<file path="src/rtl/serial_subtractor_pkg.sv">
// Shared arithmetic definitions: the sequencing states for the serial
// arithmetic blocks and the counter-width helper.
package arith_pkg;

  typedef enum logic [1:0] {
    IDLE  = 2'd0,
    SHIFT = 2'd1,
    DONE  = 2'd2
  } state_t;

  // Bits needed to count 0..w-1; never narrower than one bit.
  function automatic int cnt_width(input int w);
    return (w <= 2) ? 1 : $clog2(w);
  endfunction

endpackage

</file>
<file path="src/rtl/serial_subtractor_if.sv">
// Start/done handshake and operand/result bus for serial_subtractor.
// SERIAL_SUBTRACTOR_OVF_EN adds the signed-overflow flag ovf.
interface serial_subtractor_if #(parameter int WIDTH = 4);

  logic             start;
  logic [WIDTH-1:0] a;
  logic [WIDTH-1:0] b;
  logic             busy;
  logic             done;
  logic [WIDTH-1:0] diff;
  logic             bout;
`ifdef SERIAL_SUBTRACTOR_OVF_EN
  logic             ovf;

  modport master (output start, a, b, input busy, done, diff, bout, ovf);
  modport slave  (input start, a, b, output busy, done, diff, bout, ovf);
`else
  modport master (output start, a, b, input busy, done, diff, bout);
  modport slave  (input start, a, b, output busy, done, diff, bout);
`endif

endinterface

</file>
<file path="src/rtl/serial_subtractor_full_subtractor.sv">
// Combinational 1-bit full-subtractor cell: x - y - bin.
module full_subtractor (
  input  logic x,
  input  logic y,
  input  logic bin,
  output logic d,
  output logic bo
);

  assign d  = x ^ y ^ bin;
  assign bo = (~x & y) | (~(x ^ y) & bin);

endmodule

</file>
<file path="src/rtl/serial_subtractor.sv">
// Bit-serial LSB-first subtractor, diff = a - b over WIDTH cycles.
// SERIAL_SUBTRACTOR_OVF_EN adds a signed two's-complement overflow flag.
module serial_subtractor
  import arith_pkg::*;
#(
  parameter int WIDTH = 4
) (
  input  logic                clk,
  input  logic                rst_n,
  serial_subtractor_if.slave  bus
);

  localparam int CW = cnt_width(WIDTH);

  state_t           state_reg, state_next;
  logic [WIDTH-1:0] a_sh_reg, b_sh_reg, res_reg, diff_reg;
  logic             br_reg, bout_reg;
  logic [CW-1:0]    cnt_reg;
  logic             d_bit, bo_bit, last_bit;
  logic [WIDTH-1:0] res_next;

`ifdef SERIAL_SUBTRACTOR_OVF_EN
  logic a_msb_reg, b_msb_reg, ovf_reg;
`endif

  full_subtractor u_fs (
    .x   (a_sh_reg[0]),
    .y   (b_sh_reg[0]),
    .bin (br_reg),
    .d   (d_bit),
    .bo  (bo_bit)
  );

  assign last_bit = (cnt_reg == CW'(WIDTH - 1));
  assign res_next = {d_bit, res_reg[WIDTH-1:1]};

  always_comb begin
    state_next = state_reg;
    case (state_reg)
      IDLE:    if (bus.start) state_next = SHIFT;
      SHIFT:   if (last_bit)  state_next = DONE;
      DONE:    state_next = IDLE;
      default: state_next = IDLE;
    endcase
  end

  always_ff @(posedge clk or negedge rst_n) begin
    if (!rst_n) state_reg <= IDLE;
    else        state_reg <= state_next;
  end

  always_ff @(posedge clk or negedge rst_n) begin
    if (!rst_n) begin
      a_sh_reg  <= '0;
      b_sh_reg  <= '0;
      res_reg   <= '0;
      diff_reg  <= '0;
      br_reg    <= 1'b0;
      bout_reg  <= 1'b0;
      cnt_reg   <= '0;
`ifdef SERIAL_SUBTRACTOR_OVF_EN
      a_msb_reg <= 1'b0;
      b_msb_reg <= 1'b0;
      ovf_reg   <= 1'b0;
`endif
    end else begin
      case (state_reg)
        IDLE: begin
          if (bus.start) begin
            a_sh_reg  <= bus.a;
            b_sh_reg  <= bus.b;
            res_reg   <= '0;
            br_reg    <= 1'b0;
            cnt_reg   <= '0;
`ifdef SERIAL_SUBTRACTOR_OVF_EN
            a_msb_reg <= bus.a[WIDTH-1];
            b_msb_reg <= bus.b[WIDTH-1];
`endif
          end
        end
        SHIFT: begin
          a_sh_reg <= a_sh_reg >> 1;
          b_sh_reg <= b_sh_reg >> 1;
          res_reg  <= res_next;
          br_reg   <= bo_bit;
          cnt_reg  <= cnt_reg + 1'b1;
          // The final bit is folded in directly so diff is ready as DONE starts.
          if (last_bit) begin
            diff_reg <= res_next;
            bout_reg <= bo_bit;
`ifdef SERIAL_SUBTRACTOR_OVF_EN
            ovf_reg  <= (a_msb_reg != b_msb_reg) && (d_bit != a_msb_reg);
`endif
          end
        end
        default: ;
      endcase
    end
  end

  assign bus.busy = (state_reg == SHIFT);
  assign bus.done = (state_reg == DONE);
  assign bus.diff = diff_reg;
  assign bus.bout = bout_reg;
`ifdef SERIAL_SUBTRACTOR_OVF_EN
  assign bus.ovf  = ovf_reg;
`endif

endmodule
</file>
<file path="src/flat_wrapper.sv">
// flat-port wrapper written by rule: the top's interface ports become plain ports
module serial_subtractor_flat import arith_pkg::*;
#(
  parameter int WIDTH = 4
)
  (clk, rst_n, bus_start, bus_a, bus_b, bus_busy, bus_done, bus_diff, bus_bout);
  serial_subtractor_if #(.WIDTH(WIDTH)) bus_i ();
  input  logic clk;
  input  logic rst_n;
  input wire logic [$bits(bus_i.start)-1:0] bus_start;
  input wire logic [$bits(bus_i.a)-1:0] bus_a;
  input wire logic [$bits(bus_i.b)-1:0] bus_b;
  output wire logic [$bits(bus_i.busy)-1:0] bus_busy;
  output wire logic [$bits(bus_i.done)-1:0] bus_done;
  output wire logic [$bits(bus_i.diff)-1:0] bus_diff;
  output wire logic [$bits(bus_i.bout)-1:0] bus_bout;
  assign bus_i.start = bus_start;
  assign bus_i.a = bus_a;
  assign bus_i.b = bus_b;
  assign bus_busy = bus_i.busy;
  assign bus_done = bus_i.done;
  assign bus_diff = bus_i.diff;
  assign bus_bout = bus_i.bout;
  serial_subtractor #(.WIDTH(WIDTH)) u_core (.clk(clk), .rst_n(rst_n), .bus(bus_i));
endmodule
</file>
<file path="config.mk">
export PLATFORM = sky130hd
export DESIGN_NAME = serial_subtractor_flat
export DESIGN_NICKNAME = d
export VERILOG_FILES = /design/src/rtl/serial_subtractor_pkg.sv /design/src/rtl/serial_subtractor_if.sv /design/src/rtl/serial_subtractor_full_subtractor.sv /design/src/rtl/serial_subtractor.sv /design/src/flat_wrapper.sv
export SDC_FILE = /design/constraint.sdc
export NUM_CORES = 1
export LEC_CHECK = 0
export CAP_MARGIN = 20
export CORE_MARGIN = 2
export CORE_UTILIZATION = 38
export CTS_BUF_LIST = sky130_fd_sc_hd__clkbuf_4 sky130_fd_sc_hd__clkbuf_8
export DETAILED_ROUTE_END_ITERATION = 8
export MAX_ROUTING_LAYER = met4
export SLEW_MARGIN = 20
export SYNTH_ARGS = -nofsm -noshare
export SYNTH_HDL_FRONTEND = slang
export SYNTH_SLANG_ARGS = --single-unit
</file>
<file path="constraint.sdc">
create_clock -name clk -period 1.25 [get_ports clk]
set_input_delay 0.25 -clock clk [delete_from_list [all_inputs] [get_ports clk]]
set_output_delay 0.25 -clock clk [all_outputs]
set_load 0.01 [all_outputs]
</file>
==> results by group <==
Status
  • Status: finished, violations left
  • Violated checks: setup timing

Timing
  • Final Worst Setup Slack: -0.126 ns
  • RSZ-0062 raised after global routing: true
  • Worst-Margin Slew: 0.267 ns
  • Final hold vios: 0
  • Fmax: 0.727 GHz
  • Worst relative slew slack: 0.822
  • Clk_skew: 0.00492 ns
  • Final Max Tran Viols: 0
  • Crit path time final: 1.38 ns
  • Hold WS: 0.296 ns
  • Tcrit/Tclk final: 1.10
  • Final setup viols: 10

GRT
  • Largest net degree at the start of global routing: 22
  • GRT Residual Overflow: 0
  • Gr usage total: 0.179
  • Vias in the first global route: 793
  • Initial antenna violation count: 0
  • First-pass GRT wire length: 3530 µm

CTS
  • Clock transition at path regs: 0.12 ns
  • Htree depth: 1
  • CTS Root Cell: clkbuf_4
  • CTS Buffer Depth: 2
  • Sink Count: 21
  • Clock Latency Late Sink: 0.30 ns
  • CTS tree: yes
  • Num CTS Buffers: 3

Drt
  • DR DRC count: 0
  • Remaining antenna violation count after routing: 0
  • Drt wl/cell: 13.7 µm
  • DR iter-0 viols: 3
  • DR pass1 iterations: 4
  • Via count: 754
  • Detailed-route wire length: 2070 µm
  • Vias per inst: 4.99

Worst setup path
  • Worst path slowest cell: or4b_4
  • FF-to-FF path depth: 5
  • Crit-path cells: buf_6, buf_6, or4b_4, o21ai_2, a21oi_2
  • Data required, critical path: 1.46 ns
  • Setup CP Type: reg2reg
  • Critical Path Fanout Max: 6
  • Arrival time at the worst endpoint: 1.58 ns
  • Setup crit end kind: flop
  • CP most frequent cell: buf_6
  • Startpoint Class: flop
  • Worst path max stage delay: 0.51 ns

Logic synthesis
  • Synth Instances: 80
  • Yosys cell types: 23
  • Synthesis-stage register bit count: 21
  • Sequential element share of the synthesized area: 0.573
  • Largest cells by area after synthesis: dfrtp_1 (57%), mux2_2 (4.9%), a22o_1 (3.8%), o21ai_0 (3.8%), o32ai_1 (3.8%)
  • Mapped Avg Cell Area: 11.5 µm²
  • Leading area contributor after synthesis: dfrtp_1
  • Syn Nets: 93
  • Cell area after synthesis: 917 µm²
  • Yosys warns: 0
  • Yosys top cell area share: 0.573

Final layout
  • Multi-input logic area: 423 µm²
  • Seq. cell area: 526 µm²
  • Area grow syn2layout: 55.3%
  • Final net count: 137
  • Ant diodes: 0
  • Layout cells sized above 1: 0.423
  • Fill cells: 198

Worst hold path
  • Worst Hold Class: in2async

Flow run
  • Max Cap Viol: 0

Die
  • # IOs: 18
  • Die X: 53.1 µm
  • FP Rows: 17
  • Die height: 53.1 µm
  • Full die area: 2820 µm²
  • Initial Utilization: 0.407
  • Core ar.: 2250 µm²

Placement
  • HPWL after DPL: 1440 µm
  • Final Wtd Congestion: 0.743
  • Number of port buffers: 17
  • Dpl ws: -0.239 ns

Power and ir drop
  • Pwr per Cell Area: 2480 nW/µm²
  • Leak Pwr: 0.663 nW
  • Tot Pwr: 3.52 mW
  • VDD IR-drop max: 1.33 mV
path summary, 6_finish.rpt:
kind	slack, ns	endpoint	startpoint
min in group clk	0.48	u_core.a_sh_reg[3]	bus_a[3]
min reg2reg	0.51	u_core.bus.bout	u_core.bus.bout
max in group asynchronous	0.74	u_core.state_reg[1]	rst_n
max reg2reg	-0.13	u_core.a_sh_reg[2]	u_core.state_reg[1]
min	0.30	u_core.b_sh_reg[0]	rst_n
max	-0.13	u_core.a_sh_reg[2]	u_core.state_reg[1]
stage by stage:
stage | instances | cell area [µm²] | setup TNS [ns] | utilization
2_1_floorplan | 80 | 917 | 0 | -
3_3_place_gp | 139 | 1230 | -2.35 | 0.545
3_5_place_dp | 139 | 1230 | -2.63 | 0.545
4_1_cts | 149 | 1350 | -0.420 | 0.597
5_1_grt | 151 | 1420 | -1.12 | 0.632
6_report | 151 | 1420 | -0.562 | 0.632
per-layer routing:
metal / share of wire / vias to the layer above / track usage / routed length (µm)
met5: 0 / - / - / 0
met4: 0.023 / 0 / 0.0812 / 47
met3: 0.024 / 6 / 0.0311 / 49
met2: 0.48 / 11 / 0.283 / 996
met1: 0.47 / 364 / 0.225 / 980
li1: - / 373 / - / -
logic make-up (layout without fill, tap and decap cells):
logic type               after synthesis  after routing  synth area share
flip-flops                            21             21             0.573
AO/OA/AOI/OAI                         25             25             0.191
buffers and inverters                 10             53            0.0518
adder cells (fa/ha/maj)                2              2            0.0355
multiplexers                           4              4            0.0491
AND/OR/NAND/NOR                       18             18            0.0996
timing repair:
item | 4_1_cts | 5_1_grt
cloned | 0 | 0
buffers inserted | 6 | 2
setup endpoints to repair | 15 | 26
pin swaps | 1 | 4
hold buffers | 0 | 0
resized for setup | 26 | 21
cells in the mapped netlist:
cell type,count
o32ai_1,4
a22o_1,4
a21oi_1,3
ha_1,1
nand2_1,5
o22ai_1,4
nand3b_1,1
inv_1,6
o21ai_2,1
or2_2,1
inv_2,1
nor2_1,7
or4b_4,1
nor2b_1,1
nand2b_1,2
a32o_1,1
dfrtp_1,21
mux2_2,4
fa_1,1
o21bai_2,1
buf_2,2
buf_6,1
o21ai_0,7
worst max-delay path: cells and delay by family, from the launching register on:
kind | cells | cell delay (ns)
and+or+nand+nor | 1 | 0.51
AOI/OAI and AO/OA | 2 | 0.12
buffers and inverters | 2 | 0.25
DFF | 1 | 0.41
cell usage in the layout (no fill, tap or decap):
master / instances
buf_6: 9
nor2_1: 7
inv_1: 3
clkbuf_4: 4
clkdlybuf4s50_1: 10
ha_2: 1
dfrtp_1: 21
o21ai_2: 1
inv_2: 4
nand2b_4: 2
nand3b_1: 1
a22o_1: 4
o32ai_2: 4
o22ai_1: 4
nor2b_2: 1
mux2_4: 4
a21oi_1: 2
nand2_1: 5
clkdlybuf4s15_1: 5
buf_2: 1
or4b_4: 1
o21ai_0: 5
a32o_1: 1
o21ai_1: 2
a21oi_2: 1
or2_4: 1
o21bai_4: 1
buf_4: 17
fa_1: 1
layout make-up:
type | instances | area share
inverters | 7 | 0.0185
repair buffers | 42 | 0.270
flip-flops and latches | 21 | 0.369
clock buffers | 4 | 0.0211
well taps | 28 | 0.0246
multi-input cells | 49 | 0.297
power breakdown:
| part | leakage (nW) | switching, mW | internal, mW |
|---|---|---|---|
| registers | 0.261 | 0.201 | 0.988 |
| clock network | 0.0184 | 0.205 | 0.146 |
| logic | 0.384 | 0.812 | 1.17 |
| total | 0.663 | 1.22 | 2.31 |
No activity file was read; power rests on OpenSTA's default activity.
